<file path="src/rtl/lsu_bus_master_pkg.sv">
// Shared definitions for the LSU bus master: op encodings, FSM states and
// helpers for alignment, byte-enable and write-lane generation.
package lsu_bus_master_pkg;

  typedef enum logic [2:0] {
    LSU_LB  = 3'd0,
    LSU_LBU = 3'd1,
    LSU_LH  = 3'd2,
    LSU_LHU = 3'd3,
    LSU_LW  = 3'd4,
    LSU_SB  = 3'd5,
    LSU_SH  = 3'd6,
    LSU_SW  = 3'd7
  } lsu_op_e;

  typedef enum logic [1:0] {
    S_IDLE = 2'd0,
    S_REQ  = 2'd1,
    S_DONE = 2'd2
  } lsu_state_e;

  // Access size code: 0 = byte, 1 = half, 2 = word
  localparam logic [1:0] SZ_BYTE = 2'd0;
  localparam logic [1:0] SZ_HALF = 2'd1;
  localparam logic [1:0] SZ_WORD = 2'd2;

  function automatic logic op_is_load(input logic [2:0] op);
    return (op <= LSU_LW);
  endfunction

  function automatic logic [1:0] op_size(input logic [2:0] op);
    logic [1:0] sz;
    case (op)
      LSU_LB, LSU_LBU, LSU_SB: sz = SZ_BYTE;
      LSU_LH, LSU_LHU, LSU_SH: sz = SZ_HALF;
      default:                 sz = SZ_WORD;
    endcase
    return sz;
  endfunction

  // Bytes are always aligned; halves need an even address; words need a
  // multiple of four.
  function automatic logic addr_aligned(input logic [2:0] op, input logic [1:0] off);
    logic ok;
    case (op_size(op))
      SZ_BYTE: ok = 1'b1;
      SZ_HALF: ok = ~off[0];
      default: ok = (off == 2'b00);
    endcase
    return ok;
  endfunction

  function automatic logic [3:0] gen_be(input logic [2:0] op, input logic [1:0] off);
    logic [3:0] be;
    case (op_size(op))
      SZ_BYTE: be = 4'b0001 << off;
      SZ_HALF: be = off[1] ? 4'b1100 : 4'b0011;
      default: be = 4'b1111;
    endcase
    return be;
  endfunction

  // Replicate the right-justified store data across every lane so the
  // responder can pick the lane(s) selected by the byte enables.
  function automatic logic [31:0] gen_wdata(input logic [2:0] op, input logic [31:0] wd);
    logic [31:0] d;
    case (op_size(op))
      SZ_BYTE: d = {4{wd[7:0]}};
      SZ_HALF: d = {2{wd[15:0]}};
      default: d = wd;
    endcase
    return d;
  endfunction

endpackage

</file>
<file path="src/rtl/lsu_bus_master_load_align.sv">
// Lane select and sign/zero extension of a full bus word into a load result.
// Purely combinational so it can be shared with other read paths.
module lsu_bus_master_load_align
  import lsu_bus_master_pkg::*;
(
  input  logic [2:0]  op_type,
  input  logic [1:0]  offset,
  input  logic [31:0] word,
  output logic [31:0] rdata
);

  logic [7:0]  byte_sel;
  logic [15:0] half_sel;

  // Pick the addressed lane, then extend according to the op
  always_comb begin
    byte_sel = word[{offset, 3'b000} +: 8];
    half_sel = offset[1] ? word[31:16] : word[15:0];
    rdata    = 32'd0;
    case (op_type)
      LSU_LB:  rdata = {{24{byte_sel[7]}}, byte_sel};
      LSU_LBU: rdata = {24'd0, byte_sel};
      LSU_LH:  rdata = {{16{half_sel[15]}}, half_sel};
      LSU_LHU: rdata = {16'd0, half_sel};
      LSU_LW:  rdata = word;
      default: rdata = 32'd0;
    endcase
  end

endmodule

</file>
<file path="src/rtl/lsu_bus_master.sv">
// Data-memory bus initiator for the MEM stage. One load/store per request,
// req/ack handshake, misalignment detection and a REQ-state timeout.
//
// Handshake: bus_req rises on the edge that accepts an aligned op and stays
// high, with all bus_* fields stable, until the first cycle in which
// bus_ack=1 is sampled (or the timeout expires); bus_ack is ignored whenever
// bus_req=0. The transaction then spends exactly one DONE cycle reporting
// its result before returning to IDLE.
module lsu_bus_master
  import lsu_bus_master_pkg::*;
#(
  parameter int TIMEOUT = 16,
  localparam int CNT_W  = $clog2(TIMEOUT + 1)
) (
  input  logic        clk,
  input  logic        reset,
  input  logic        op_valid,
  input  logic [2:0]  op_type,
  input  logic [31:0] addr,
  input  logic [31:0] wdata,
  output logic        stall,
  output logic [31:0] rdata,
  output logic        rdata_valid,
  output logic        adel,
  output logic        ades,
  output logic        bus_err,
  output logic        bus_req,
  output logic        bus_we,
  output logic [31:0] bus_addr,
  output logic [3:0]  bus_be,
  output logic [31:0] bus_wdata,
  input  logic        bus_ack,
  input  logic [31:0] bus_rdata
);

  localparam logic [CNT_W-1:0] CNT_LAST = CNT_W'(TIMEOUT - 1);

  lsu_state_e       state;
  lsu_state_e       state_nxt;
  logic [CNT_W-1:0] cnt;
  logic [2:0]       op_q;
  logic [1:0]       off_q;

  logic             in_aligned;
  logic             in_load;
  logic             accept;
  logic             misalign;
  logic             ack_hit;
  logic             timeout_hit;
  logic [31:0]      load_word;

  assign in_aligned = addr_aligned(op_type, addr[1:0]);
  assign in_load    = op_is_load(op_type);

  lsu_bus_master_load_align u_load_align (
    .op_type (op_q),
    .offset  (off_q),
    .word    (bus_rdata),
    .rdata   (load_word)
  );

  // State register
  always_ff @(posedge clk) begin
    if (!reset) state <= S_IDLE;
    else        state <= state_nxt;
  end

  // Next-state logic; ack takes priority over the timeout
  always_comb begin
    state_nxt = state;
    case (state)
      S_IDLE:  if (op_valid && in_aligned) state_nxt = S_REQ;
      S_REQ:   if (bus_ack || cnt == CNT_LAST) state_nxt = S_DONE;
      S_DONE:  state_nxt = S_IDLE;
      default: state_nxt = S_IDLE;
    endcase
  end

  // Decoded events and the combinational stall
  always_comb begin
    accept      = (state == S_IDLE) && op_valid && in_aligned;
    misalign    = (state == S_IDLE) && op_valid && !in_aligned;
    ack_hit     = (state == S_REQ) && bus_ack;
    timeout_hit = (state == S_REQ) && !bus_ack && (cnt == CNT_LAST);
    stall       = accept || (state == S_REQ);
  end

  // Registered datapath: bus fields, timeout counter, result and pulses
  always_ff @(posedge clk) begin
    if (!reset) begin
      cnt         <= '0;
      op_q        <= 3'd0;
      off_q       <= 2'd0;
      bus_req     <= 1'b0;
      bus_we      <= 1'b0;
      bus_addr    <= 32'd0;
      bus_be      <= 4'd0;
      bus_wdata   <= 32'd0;
      rdata       <= 32'd0;
      rdata_valid <= 1'b0;
      adel        <= 1'b0;
      ades        <= 1'b0;
      bus_err     <= 1'b0;
    end else begin
      adel        <= misalign && in_load;
      ades        <= misalign && !in_load;
      rdata_valid <= ack_hit && op_is_load(op_q);
      bus_err     <= timeout_hit;

      if (accept) begin
        cnt       <= '0;
        op_q      <= op_type;
        off_q     <= addr[1:0];
        bus_req   <= 1'b1;
        bus_we    <= !in_load;
        bus_addr  <= {addr[31:2], 2'b00};
        bus_be    <= gen_be(op_type, addr[1:0]);
        bus_wdata <= in_load ? 32'd0 : gen_wdata(op_type, wdata);
      end else if (ack_hit || timeout_hit) begin
        bus_req   <= 1'b0;
        bus_we    <= 1'b0;
        bus_addr  <= 32'd0;
        bus_be    <= 4'd0;
        bus_wdata <= 32'd0;
      end else if (state == S_REQ) begin
        cnt <= cnt + 1'b1;
      end

      if (ack_hit)          rdata <= op_is_load(op_q) ? load_word : 32'd0;
      else if (timeout_hit) rdata <= 32'd0;
    end
  end

endmodule

</file>
<file path="config.mk">
export PLATFORM = sky130hd
export DESIGN_NAME = lsu_bus_master
export DESIGN_NICKNAME = d
export VERILOG_FILES = /design/src/rtl/lsu_bus_master_pkg.sv /design/src/rtl/lsu_bus_master_load_align.sv /design/src/rtl/lsu_bus_master.sv
export SDC_FILE = /design/constraint.sdc
export NUM_CORES = 1
export LEC_CHECK = 0
export CAP_MARGIN = 20
export CORE_MARGIN = 5
export CORE_UTILIZATION = 45
export DETAILED_ROUTE_END_ITERATION = 8
export HOLD_SLACK_MARGIN = 0.03
export MAX_ROUTING_LAYER = met4
export PLACE_DENSITY = 0.86
export SKIP_LAST_GASP = 1
export SLEW_MARGIN = 0
export SYNTH_ARGS = -nofsm -noshare
export SYNTH_HDL_FRONTEND = slang
export SYNTH_SLANG_ARGS = --single-unit
</file>
<file path="constraint.sdc">
create_clock -name clk -period 3.5 [get_ports clk]
set_input_delay 0.7 -clock clk [delete_from_list [all_inputs] [get_ports clk]]
set_output_delay 0.7 -clock clk [all_outputs]
set_load 0.005 [all_outputs]
</file>
Word-level counts from Yosys, hierarchy flattened
Cells that the tools add are included.
{"block": "word_totals", "ff_bits": 116, "input_bits": 103, "word_cells": 91}
{"block": "classes", "n_addsub": 1, "magnitude_cmp": 2, "n_eq_ne": 15, "shifts": 2, "muxes": 25, "bitwise_logic": 3, "reduce_logical": 29}
{"cell": "$mux W32", "n": 8}
{"cell": "$pmux W32 S5", "n": 1}
{"cell": "$pmux W32 S2", "n": 1}
{"cell": "$shiftx A32 B6 Y8", "n": 1}
{"cell": "$mux W16", "n": 1}
{"cell": "$eq A3 B2 Y1 const B", "n": 4}
{"cell": "$mux W4", "n": 3}
{"cell": "$logic_and A1 B1 Y1", "n": 10}
{"cell": "$eq A3 B3 Y1 const B", "n": 3}
{"cell": "$logic_not A2 Y1", "n": 4}
{"cell": "$mux W2", "n": 4}
{"cell": "$pmux W2 S2", "n": 2}
{"cell": "$pmux W4 S2", "n": 1}
{"cell": "$eq A2 B1 Y1 const B", "n": 3}
{"cell": "$eq A3 B1 Y1 const B", "n": 2}
{"cell": "$le A3 B3 Y1 const B", "n": 2}
{"cell": "$logic_not A3 Y1", "n": 2}
{"cell": "$reduce_or A3 Y1", "n": 2}
{"cell": "$add A5 B1 Y5 const B", "n": 1}
{"cell": "$eq A5 B4 Y1 const B", "n": 1}
{"cell": "$ne A2 B2 Y1 const B", "n": 2}
{"cell": "$reduce_and A2 Y1", "n": 2}
{"cell": "$reduce_bool A2 Y1", "n": 2}
{"cell": "$shl A1 B2 Y4 const A", "n": 1}
{"cell": "other kinds (6)", "n": 14}

Logic depth before layout (Yosys ltp)
Gate-level depths: netlist (run 1).
{"block": "depth", "ltp_word": 12, "depth_mapped": 11, "ltp_nobuf": 7}

Cells and area by module
From an unflattened synthesis (run 1), not the netlist that was laid out.
{"block": "unflattened", "cells_unflattened": 495, "hier_area_um2": 5333.9}
{"module": "lsu_bus_master", "n_inst": 1, "cells_each": 367, "area_per_inst_um2": 4346.7, "seq_area_each_um2": 2322.2}
{"module": "lsu_bus_master_load_align", "n_inst": 1, "cells_each": 128, "area_per_inst_um2": 987.2, "seq_area_each_um2": 0.0}

Worst setup path after synthesis (run 1)
OpenSTA, ideal clock, no wires.
{"block": "synth_path", "kind": "input to output", "startpoint": "input addr[1]", "endpoint": "output stall", "t_arrival_ns": 1.620, "t_required_ns": 2.800, "setup_slack_ns": 1.180, "stages": 5, "n_path_buf": 2, "path_cell_list": "clkbuf_1 -> nand3_1 -> nand3_1 -> clkbuf_1 -> nand2_1"}
{"block": "synth_between", "elab_chain_len": 4}
{"item": "start: declaration", "line_no": "lsu_bus_master.sv:19", "source": "input logic [31:0] addr,"}
{"item": "$logic_not A2 Y1", "line_no": "lsu_bus_master_pkg.sv:48", "source": "default: ok = (off == 2'b00);"}
{"item": "$pmux W1 S2", "line_no": "lsu_bus_master_pkg.sv:45", "source": "case (op_size(op))"}
{"item": "$logic_and A1 B1 Y1", "line_no": "lsu_bus_master.sv:81", "source": "accept = (state == S_IDLE) && op_valid && in_aligned;"}
{"item": "$logic_or A1 B1 Y1", "line_no": "lsu_bus_master.sv:85", "source": "stall = accept || (state == S_REQ);"}
{"item": "end: declaration", "line_no": "lsu_bus_master.sv:21", "source": "output logic stall,"}
No other way between the ends.

Worst setup path in the final report (run 1)
{"block": "layout_path", "startpoint": "input op_type[0]", "endpoint": "output stall"}
{"block": "layout_between", "elab_chain_len": 7, "word_cells_on_any_way": 14, "cone_classes": "eq/ne: 6; mux: 2; reduce/logical: 6"}
{"item": "start: declaration", "line_no": "lsu_bus_master.sv:18", "source": "input logic [2:0] op_type,"}
{"item": "$eq A3 B2 Y1, or another cell as far along", "line_no": "lsu_bus_master_pkg.sv:33", "source": "case (op)"}
{"item": "$reduce_or A3 Y1", "line_no": "lsu_bus_master_pkg.sv:33"}
{"item": "$pmux W2 S2 (*)", "line_no": "lsu_bus_master_pkg.sv:33"}
{"item": "$eq A2 B1 Y1 / $logic_not A2 Y1 (equally long branches)", "line_no": "lsu_bus_master_pkg.sv:45"}
{"item": "$pmux W1 S2 (*)", "line_no": "lsu_bus_master_pkg.sv:45"}
{"item": "$logic_and A1 B1 Y1 (*)", "line_no": "lsu_bus_master.sv:81"}
{"item": "$logic_or A1 B1 Y1 (*)", "line_no": "lsu_bus_master.sv:85"}
Every way passes the cells marked *; elsewhere a longest branch is shown, timed or not.

==> impl_results.md, run 1 <==
* Outcome: finished clean
* Fmax achieved at 308 MHz
* Yosys cell types at 49
* Yosys Warn Count at 0
* Commonest non-fill, non-tap cell in the layout: clkdlybuf4s50_1
* Leakage Power at 2.86 nW
* Int Power at 2.78 mW
* Width of the die at 112 um
* Reg2reg path depth at 8
* Inst Count DP at 789
* Startpoint Class: input pin
* GRT Overall Usage at 24.8%
* Syn_area_per_cell at 9.92 um2
* Port Buffers at 207
* Commonest non-fill, non-tap cells in the layout: 207 x clkdlybuf4s50_1, 116 x dfxtp_1, 48 x nand2_1
* Synthesized flop and latch total at 116
* Final worst-path cycle share at 92.7%
* Max Cap Violations at 0
* Setup TNS at 0 ps
* Clock slew at reported path FFs at 50 ps
* Worst reg2reg endpoint: bus_addr[20]
* PwrDens at 488 nW/um2
* DIE HEIGHT at 112 um
* Final setup viols at 0
* R2r startpoint: cnt[0]
* Antenna violations before repair at 0
* Cells after Synth at 469
* Final Core Density at 72.9%
* Clock Tree Buf Depth at 2
* Relative slew slack at 39.5%
* Slew Limit Fails at 0
* Combinational share of power at 14.7%
* FF-to-FF setup slack at 1180 ps
* Clock root buffer: clkbuf_8
* Ports at 210
* CP Class: in2out
* Post-synthesis sequential area ratio at 49.9%
* Post-CTS Repair Setup Buffers at 0
* Core Box Area at 10200 um2
* Net switching power figure at 0.844 mW
* Gr ovfl total at 0
* Layout fillers at 723
* Initial DRC Count at 284
* Min-Delay Path Class: reg2reg
* Global-route wire length before repair at 24400 um
* Clock power share at 45.9%
* Fraction of registers with async set/reset at 0%
* Largest net degree at the start of global routing at 60
* WP data arrival at 2540 ps
* Routed Antenna Nets at 0
* ANT cells at 0
* Worst-Margin Slew at 901 ps
* CTS sink count at 116
* Non-Filler Instances at 821
* Post-CTS Resized at 0
* RSZ-0062 raised after global routing: no
* Switching part of the total at 23.3%
* NumNets Final at 779
* Syn-to-layout area delta at 59.6%
* CP Capture Point: stall
* Post-Syn Area at 4650 um2
* Vias in the first global route at 4726
* Ys flop type: dfxtp_1
* Clock latency on the worst-skew pair at 510 ps
* CTS tree: built
* Critical Path RT at 2800 ps
* # DRC at 0
* Final min period at 3240 ps
* Critical Path Fanout Max at 8
* EDFF count, synth at 0
* Clock Skews at 8.13 ps
* Hold-fix buffers, CTS at 0
* Vias at 4615
* Worst vdd ir at 0.297 mV
* DP HPWL at 11000 um
* Die area at 12500 um2
* Share of layout cells above drive strength 1 at 8.91%
* Final Power at 3.62 mW
* Sequential Power Share at 39.4%
* Detailed-router iteration count before antenna repair at 7
* Post-route setup slack at 255 ps
* Post-DP Area at 6830 um2
* Worst setup path startpoint: op_type[0]
* GP Congestion at 0.880
* CP Capture Type: output port
* Vias per cell at 5.62
* H-tree levels at 4
* DR WL/cell at 18.5 um
* DRT Wirelength at 15200 um
* Final instance area at 7420 um2
* Initial Util at 45.7%
* Rows at 37
* DP Worst Slack at 93.3 ps
* Final hold violations at 0
* Final hold slack at 445 ps
* TritonCTS Buffers at 17
-- registers in the layout, summed over array words and instances (netlist names), 2 cells and up --
name,count
rdata,32
bus_addr,30
state,2
cnt,5
bus_wdata,32
off_q,2
op_q,3
bus_be,4
-- worst min-delay path by stage --
stage                   from  endpoint  slack (ps)  cells past startpoint
floorplan           rdata[0]  rdata[0]         430                      2
global placement    rdata[5]  rdata[5]         430                      2
detailed placement  rdata[2]  rdata[2]         440                      2
CTS                 rdata[2]  rdata[2]         450                      2
global route          bus_we    bus_we         460                      1
finish              rdata[2]  rdata[2]         440                      2
-- critical path: stages --
cell,delay (ps)
clkdlybuf4s50_1,640
nor2b_1,120
o21ai_1,280
nand3_1,190
nand2_1,110
clkdlybuf4s50_1,500
-- power groups by stage --
stage	combinational, mW	clock, mW	sequential [mW]
finish	0.533	1.66	1.43
global route	0.572	1.76	1.44
CTS	0.529	1.69	1.43
detailed placement	0.523	0	1.45
global placement	0.509	0	1.45
floorplan	0.221	0	1.45
-- synthesized netlist by cell type, types with 3 or more instances --
| master | n | area [um2] |
|---|---|---|
| dfxtp_1 | 116 | 2320 |
| nand2_1 | 48 | 180 |
| a22o_1 | 44 | 385 |
| clkbuf_1 | 24 | 90.1 |
| mux2i_1 | 23 | 230 |
| a21oi_1 | 22 | 110 |
| nor2_1 | 21 | 78.8 |
| nand3_1 | 19 | 95.1 |
| o2bb2ai_1 | 17 | 149 |
| o21ai_0 | 16 | 80.1 |
| a21o_1 | 14 | 105 |
| a221o_2 | 10 | 113 |
| a221oi_1 | 7 | 61.3 |
| a22oi_1 | 7 | 52.6 |
| buf_2 | 7 | 35.0 |
| inv_1 | 7 | 26.3 |
| nor3_1 | 7 | 35.0 |
| a221o_1 | 6 | 60.1 |
| nor3b_1 | 5 | 37.5 |
| and2_1 | 4 | 25.0 |
| xnor2_1 | 4 | 35.0 |
| o221ai_1 | 3 | 26.3 |
| or3_1 | 3 | 18.8 |
-- final cells by class --
class / instances / area (um2) / area share [%]
clock inverters: 10 / 134 / 1.80
inverters: 7 / 26.3 / 0.354
repair buffers: 220 / 2180 / 29.4
flip-flops and latches: 116 / 2320 / 31.3
clock buffers: 20 / 435 / 5.87
multi-input cells: 312 / 2150 / 29.0
well taps: 136 / 170 / 2.29
-- kinds of logic (layout without fill, tap and decap cells) --
group                    count (synthesis)  after routing  share of synthesized area, %
adder cells (fa/ha/maj)                  2              2                         0.538
AO/OA/AOI/OAI                          156            156                          26.6
multiplexers                            25             25                          5.43
XOR/XNOR                                 6              6                          1.13
AND/OR/NAND/NOR                        121            121                          12.4
buffers and inverters                   42            257                          3.90
flip-flops                             116            116                          49.9
other                                    1              2                        0.0806
-- metal layers --
| metal | part of all wire [%] | up-vias | track usage [%] |
|---|---|---|---|
| met3 | 9.7 | 29 | 8.32 |
| met2 | 49 | 269 | 41.0 |
| met5 | 0 | - | - |
| met4 | 1.9 | 0 | 8.19 |
| met1 | 40 | 2167 | 28.1 |
| li1 | - | 2150 | - |
Power figures use the tool's default switching activity.
==> run 2: changes to the inputs <==
clock period = 4.2 ns   (was 3.5 ns; I/O delays follow)
==> run 2 against run 1 <==
Combinational power down 17%. Register-to-register slack improved by 530 ps. Final cell count fell by 0.37%. Power decreased by 16%. Count of clock-buffer cells in the layout grew 1. Via count fell by 0.30%. Non-clock buffer count down 5. Worst hold slack worse by 2.0 ps. Clock skew fell by 0.75 ps. Global-route usage up 0.36 points.
==> impl_results.md, run 2 (synthesis results as in run 1) <==
* GP Congestion at 0.858 (was 0.880)
* Post-route setup slack at 434 ps (was 255 ps)
* Inst Count DP at 785 (was 789)
* Post-CTS Resized at 0 (unchanged)
* Worst vdd ir at 0.270 mV (was 0.297 mV)
* Routing usage on met1 at 27.2% (was 28.1%)
* FF-to-FF setup slack at 1710 ps (was 1180 ps)
* ANT cells at 0 (unchanged)
* Startpoint Class: input pin (unchanged)
* Final min period at 3770 ps
* Sequential Power Share at 39.0% (was 39.4%)
* Hold-fix buffers, CTS at 0 (unchanged)
* Reg2reg path depth at 8 (unchanged)
* H-tree levels at 4 (unchanged)
* Initial Util at 45.7% (unchanged)
* Combinational share of power at 14.6% (was 14.7%)
* Port Buffers at 207 (unchanged)
* Hold path depth at 2 (unchanged)
* Final worst-path cycle share at 89.7%
* Commonest non-fill, non-tap cells in the layout: 207 x clkdlybuf4s50_1, 116 x dfxtp_1, 48 x nand2_1 (unchanged)
* Hold Path End: rdata[6] (was rdata[2])
* Outcome: finished clean (unchanged)
* Clock power share at 46.4% (was 45.9%)
* Post-CTS Repair Setup Buffers at 0 (unchanged)
* NumNets Final at 774 (was 779)
* DIE HEIGHT at 112 um (unchanged)
* Leakage Power at 2.84 nW (was 2.86 nW)
* Syn-to-layout area delta at 59.0% (was 59.6%)
* CP peak stage delay at 740 ps (was 640 ps)
* Detailed-router iteration count before antenna repair at 5 (was 7)
* RSZ-0062 raised after global routing: no (unchanged)
* Worst reg2reg endpoint: bus_addr[25] (was bus_addr[20])
* Share of layout cells above drive strength 1 at 8.50% (was 8.91%)
* Layout fillers at 722 (was 723)
* CTS tree: built (unchanged)
* Largest regs: bus_wdata: 32 flops, rdata: 32 flops, bus_addr: 30 flops (unchanged)
* Int Power at 2.33 mW (was 2.78 mW)
* CP max stage cell: clkdlybuf4s50_1 (unchanged)
* Clock Skews at 7.38 ps (was 8.13 ps)
* # DRC at 0 (unchanged)
* Ports at 210 (unchanged)
* GRT Overall Usage at 25.1% (was 24.8%)
* Vias per cell at 5.62 (about the same)
* Setup TNS at 0 ps (unchanged)
* Relative slew slack at 29.8% (was 39.5%)
* Width of the die at 112 um (unchanged)
* Most used routing layer: met2 (unchanged)
* Critical-path cell list: clkdlybuf4s50_1 > nor2b_1 > o21ai_1 > nand3_1 > buf_4 > nand2_1 > clkdlybuf4s50_1 (was clkdlybuf4s50_1 > nor2b_1 > o21ai_1 > nand3_1 > nand2_1 > clkdlybuf4s50_1)
* Critical Path RT at 3360 ps (was 2800 ps)
* Gr ovfl total at 0 (unchanged)
* Net switching power figure at 0.716 mW (was 0.844 mW)
* Rows at 37 (unchanged)
* WP data arrival at 2930 ps (was 2540 ps)
* Largest net degree at the start of global routing at 42 (was 60)
* Final instance area at 7400 um2 (was 7420 um2)
* DR WL/cell at 18.8 um (was 18.5 um)
* Post-DP Area at 6810 um2 (was 6830 um2)
* Routed Antenna Nets at 0 (unchanged)
* Hold Startpoint: rdata[6] (was rdata[2])
* DP Worst Slack at 435 ps (was 93.3 ps)
* DRT Wirelength at 15400 um (was 15200 um)
* Met2 GRT Util at 42.7% (was 41.0%)
* Global-route wire length before repair at 24400 um (about the same)
* Clock slew at reported path FFs at 50 ps (about the same)
* Critical Path Fanout Max at 13 (was 8)
* Clock root buffer: clkbuf_8 (unchanged)
* Vias at 4601 (was 4615)
* Final hold violations at 0 (unchanged)
* CP Class: in2out (unchanged)
* CP most frequent cell: clkdlybuf4s50_1 (unchanged)
* DP HPWL at 11300 um (was 11000 um)
* R2r startpoint: cnt[0] (unchanged)
* CTS sink count at 116 (unchanged)
* Clock latency on the worst-skew pair at 510 ps (about the same)
* Commonest non-fill, non-tap cell in the layout: clkdlybuf4s50_1 (unchanged)
* Vias in the first global route at 4777 (was 4726)
* CP Capture Type: output port (unchanged)
* Antenna violations before repair at 0 (unchanged)
* Global routing met3 resource utilization at 7.88% (was 8.32%)
* Clock Tree Buf Depth at 2 (unchanged)
* Worst-Margin Slew at 1050 ps (was 901 ps)
* Fmax achieved at 266 MHz
* Die area at 12500 um2 (unchanged)
* Slew Limit Fails at 0 (unchanged)
* Max Cap Violations at 0 (unchanged)
* TritonCTS Buffers at 17 (unchanged)
* Min-Delay Path Class: reg2reg (unchanged)
* Core Box Area at 10200 um2 (unchanged)
* Final setup viols at 0 (unchanged)
* Switching part of the total at 23.5% (was 23.3%)
* Initial DRC Count at 282 (was 284)
* PwrDens at 412 nW/um2 (was 488 nW/um2)
* Non-Filler Instances at 818 (was 821)
## run 2: cell types whose count changed in the layout (fill, tap and decap cells not counted), sizes merged
cell | previous run | this run
buf | 13 | 8
clkbuf | 20 | 21
clkinv | 5 | 7
clkinvlp | 2 | 1
## run 2: power groups by stage
stage                     Sequential, mW  Clock, mW  Combinational, mW
after global routing                1.20       1.49              0.477
after CTS                           1.19       1.43              0.445
after floorplan                     1.21          0              0.184
final                               1.19       1.41              0.444
after detailed placement            1.21          0              0.439
after global placement              1.21          0              0.427
## run 2: cell type report
| type | instances | area [um2] | share of cell area, % |
|---|---|---|---|
| clock buffer | 21 | 449 | 6.07 |
| inverter | 7 | 26.3 | 0.355 |
| tap | 136 | 170 | 2.30 |
| multi-input combinational | 312 | 2150 | 29.1 |
| timing repair buffer | 215 | 2140 | 29.0 |
| sequential | 116 | 2320 | 31.4 |
| clock inverter | 11 | 133 | 1.79 |
## run 2: worst max path at each step
stage / from / end / slack, ps / cells past startpoint
2_1_floorplan: addr[1] / stall / 1600 / 5
3_3_place_gp: op_type[0] / stall / 520 / 7
3_5_place_dp: op_type[0] / stall / 430 / 7
4_1_cts: op_type[0] / stall / 430 / 7
5_1_grt: op_type[0] / stall / 220 / 7
6_report: op_type[0] / stall / 430 / 7
## run 2: worst max-delay path, delay by kind of cell
family / cells / cell delay, ps
AOI/OAI and AO/OA: 1 / 310
buffers and inverters: 3 / 1420
and+or+nand+nor: 3 / 340
## run 2: per-stage QoR
stage	util (%)	power [mW]	hold slack, ps
after CTS	72.6	3.07	444
after global routing	72.6	3.16	468
after detailed placement	66.9	1.65	436
after floorplan	-	1.39	435
final	72.6	3.05	443
after global placement	66.9	1.64	427
## run 2: metal layers
layer	part of all wire [%]	vias up
met5	0	-
met4	2.6	0
met2	50	248
met1	38	2169
met3	9.2	36
li1	-	2148
==> run 3: changes to the inputs <==
ABC_AREA = 1   (was unset)
CORE_UTILIZATION = 47   (was 45)
==> run 3 against run 2 <==
Worst hold slack better by 7.2 ps. Critical path depth stayed put. Setup slack better by 290 ps. Global-route usage is 2.2 points higher. Power is 9.5% higher.
==> impl_results.md, run 3 <==
* Outcome: finished clean (unchanged)
* RSZ-0062 raised after global routing: no (unchanged)
* # DRC at 0 (unchanged)
* Relative slew slack at 34.4% (was 29.8%)
* Worst reg2reg endpoint: rdata[29] (was bus_addr[25])
* Clock slew at reported path FFs at 50 ps (about the same)
* Initial DRC Count at 635 (was 282)
* Most common library cells after synthesis: 269 x nand2_1, 123 x nand3_1, 116 x dfxtp_1 (was 116 x dfxtp_1, 48 x nand2_1, 44 x a22o_1)
* Slew Limit Fails at 0 (unchanged)
* DP HPWL at 12200 um (was 11300 um)
* Synthesized flop and latch total at 116 (unchanged)
* Ys flop type: dfxtp_1 (unchanged)
* Ports at 210 (unchanged)
* Vias in the first global route at 5761 (was 4777)
* Clock Tree Buf Depth at 2 (unchanged)
* CP Capture Point: stall (unchanged)
* Post-Syn Area at 5310 um2 (was 4650 um2)
* Routed Antenna Nets at 0 (unchanged)
* Min-Delay Path Class: reg2reg (unchanged)
* CTS tree: built (unchanged)
* Final hold slack at 450 ps (was 443 ps)
* Final min period at 3480 ps (was 3770 ps)
* Post-CTS Resized at 0 (unchanged)
* Gr ovfl total at 0 (unchanged)
* Leakage Power at 3.45 nW (was 2.84 nW)
* Critical-path cell list: clkdlybuf4s50_1 > inv_2 > nand2_2 > nand3_2 > nand3_4 > nand2_1 > clkdlybuf4s50_1 (was clkdlybuf4s50_1 > nor2b_1 > o21ai_1 > nand3_1 > buf_4 > nand2_1 > clkdlybuf4s50_1)
* Critical Path Fanout Max at 12 (was 13)
* Width of the die at 116 um (was 112 um)
* CP most frequent cell: clkdlybuf4s50_1 (unchanged)
* H-tree levels at 4 (unchanged)
* Syn-to-layout area delta at 52.2% (was 59.0%)
* Final instance area at 8070 um2 (was 7400 um2)
* Int Power at 2.50 mW (was 2.33 mW)
* Sequential Power Share at 35.8% (was 39.0%)
* Commonest non-fill, non-tap cells in the layout: 269 x nand2_1, 207 x clkdlybuf4s50_1, 123 x nand3_1 (was 207 x clkdlybuf4s50_1, 116 x dfxtp_1, 48 x nand2_1)
* Largest net degree at the start of global routing at 73 (was 42)
* CP max stage cell: clkdlybuf4s50_1 (unchanged)
* WP data arrival at 2640 ps (was 2930 ps)
* Worst setup path startpoint: op_type[1] (was op_type[0])
* Startpoint Class: input pin (unchanged)
* Final Power at 3.34 mW (was 3.05 mW)
* Fmax achieved at 287 MHz (was 266 MHz)
* DIE HEIGHT at 116 um (was 112 um)
* PwrDens at 413 nW/um2 (was 412 nW/um2)
* Clock power share at 47.1% (was 46.4%)
* Antenna violations before repair at 0 (unchanged)
* Register area at 2320 um2 (unchanged)
* Critical Path RT at 3360 ps (about the same)
* TritonCTS Buffers at 17 (unchanged)
* Hold-fix buffers, CTS at 0 (unchanged)
* Final setup viols at 0 (unchanged)
* Global-route wire length before repair at 28100 um (was 24400 um)
* Largest area contributor in the netlist: dfxtp_1 (unchanged)
* Reg2reg path depth at 9 (was 8)
* FF-to-FF setup slack at 1620 ps (was 1710 ps)
* CTS sink count at 116 (unchanged)
* Share of layout cells above drive strength 1 at 5.98% (was 8.50%)
* Syn_area_per_cell at 6.72 um2 (was 9.92 um2)
* DRT Wirelength at 17900 um (was 15400 um)
* Clock root buffer: clkbuf_16 (was clkbuf_8)
* Layout fillers at 857 (was 722)
* Net switching power figure at 0.837 mW (was 0.716 mW)
* Port Buffers at 207 (unchanged)
* Post-DP Area at 7430 um2 (was 6810 um2)
* Cells after Synth at 789 (was 469)
* Initial Util at 48.5% (was 45.7%)
* Worst-Margin Slew at 983 ps (was 1050 ps)
* Post-synthesis sequential area ratio at 43.8% (was 49.9%)
* Max Cap Violations at 0 (unchanged)
* Yosys cell types at 29 (was 49)
* Yosys Warn Count at 0 (unchanged)
* Worst vdd ir at 0.299 mV (was 0.270 mV)
* Clock latency on the worst-skew pair at 410 ps (was 510 ps)
* Final worst-path cycle share at 82.9% (was 89.7%)
* Combinational share of power at 17.0% (was 14.6%)
* GP Congestion at 0.886 (was 0.858)
* Hold path depth at 2 (unchanged)
* Footprint of the multi-input gates at 2490 um2 (was 2150 um2)
* Switching part of the total at 25.1% (was 23.5%)
* Top cells by area, synth: dfxtp_1 44%, nand2_1 19%, nand3_1 12% (was dfxtp_1 50%, a22o_1 8.3%, mux2i_1 4.9%)
* EDFF count, synth at 0 (unchanged)
* NumNets Final at 1079 (was 774)
* Die area at 13500 um2 (was 12500 um2)
* CP Capture Type: output port (unchanged)
* Fraction of registers with async set/reset at 0% (unchanged)
* DR WL/cell at 15.9 um (was 18.8 um)
* Top-count cell post-synth: nand2_1 (was dfxtp_1)
* Yosys top cell area share at 43.8% (was 49.9%)
* Vias at 5912 (was 4601)
* Final hold violations at 0 (unchanged)
* Vias per cell at 5.25 (was 5.62)
* Clock Skews at 11.2 ps (was 7.38 ps)
* CP peak stage delay at 720 ps (was 740 ps)
* Commonest non-fill, non-tap cell in the layout: nand2_1 (was clkdlybuf4s50_1)
* ANT cells at 0 (unchanged)
* R2r startpoint: off_q[1] (was cnt[0])
* Largest regs: bus_wdata: 32 flops, rdata: 32 flops, bus_addr: 30 flops (unchanged)
* CP Class: in2out (unchanged)
* Core Box Area at 10900 um2 (was 10200 um2)
* Rows at 38 (was 37)
* Post-CTS Repair Setup Buffers at 0 (unchanged)
* Setup TNS at 0 ps (unchanged)
* GRT Overall Usage at 27.3% (was 25.1%)
* Detailed-router iteration count before antenna repair at 5 (unchanged)
run 3: routing by layer:
layer / up-vias / part of all wire, % / GRT usage [%]
li1: 2903 / - / -
met1: 2656 / 39 / 31.3
met2: 322 / 47 / 45.1
met3: 31 / 12 / 10.2
met4: 0 / 1.9 / 7.42
met5: - / 0 / -
run 3: how the worst min path moves through the flow:
stage,slack [ps],to,start
floorplan,440,bus_req,bus_req
global placement,430,bus_req,bus_req
detailed placement,440,rdata[18],rdata[18]
CTS,450,rdata[18],rdata[18]
global route,470,rdata[6],rdata[6]
finish,450,rdata[1],rdata[1]
run 3: layout make-up:
class | count | share of cell area (%)
clock buffer | 25 | 6.26
clock inverter | 7 | 1.77
inverter | 78 | 3.63
multi-input combinational | 547 | 30.9
sequential | 116 | 28.8
tap | 140 | 2.17
timing repair buffer | 214 | 26.6
run 3: through the flow:
stage	utilization (%)	std cells	worst slack [ps]
6_report	73.8	1127	720
4_1_cts	73.8	1127	737
3_3_place_gp	67.7	1094	793
5_1_grt	73.8	1127	621
2_1_floorplan	-	790	1780
3_5_place_dp	67.9	1095	744
run 3: cells by family after synthesis:
group / after synthesis / share of synthesized area, %
and+or+nand+nor: 427 / 34.4
buffers and inverters: 127 / 9.74
DFF: 116 / 43.8
AOI/OAI and AO/OA: 114 / 11.2
xor gates and xnor gates: 2 / 0.330
adders and majority gates: 2 / 0.472
other: 1 / 0.0707
run 3: power groups by stage:
stage          combinational, mW  clock [mW]  sequential, mW
6_report                   0.568        1.57            1.20
3_5_place_dp               0.555           0            1.22
3_3_place_gp               0.548           0            1.22
2_1_floorplan              0.278           0            1.22
5_1_grt                    0.623        1.64            1.20
4_1_cts                    0.565        1.58            1.20
run 3: critical path, delay by kind of cell:
| family | cells | cell delay, ps |
|---|---|---|
| buf+inv | 3 | 1390 |
| simple gates | 4 | 410 |
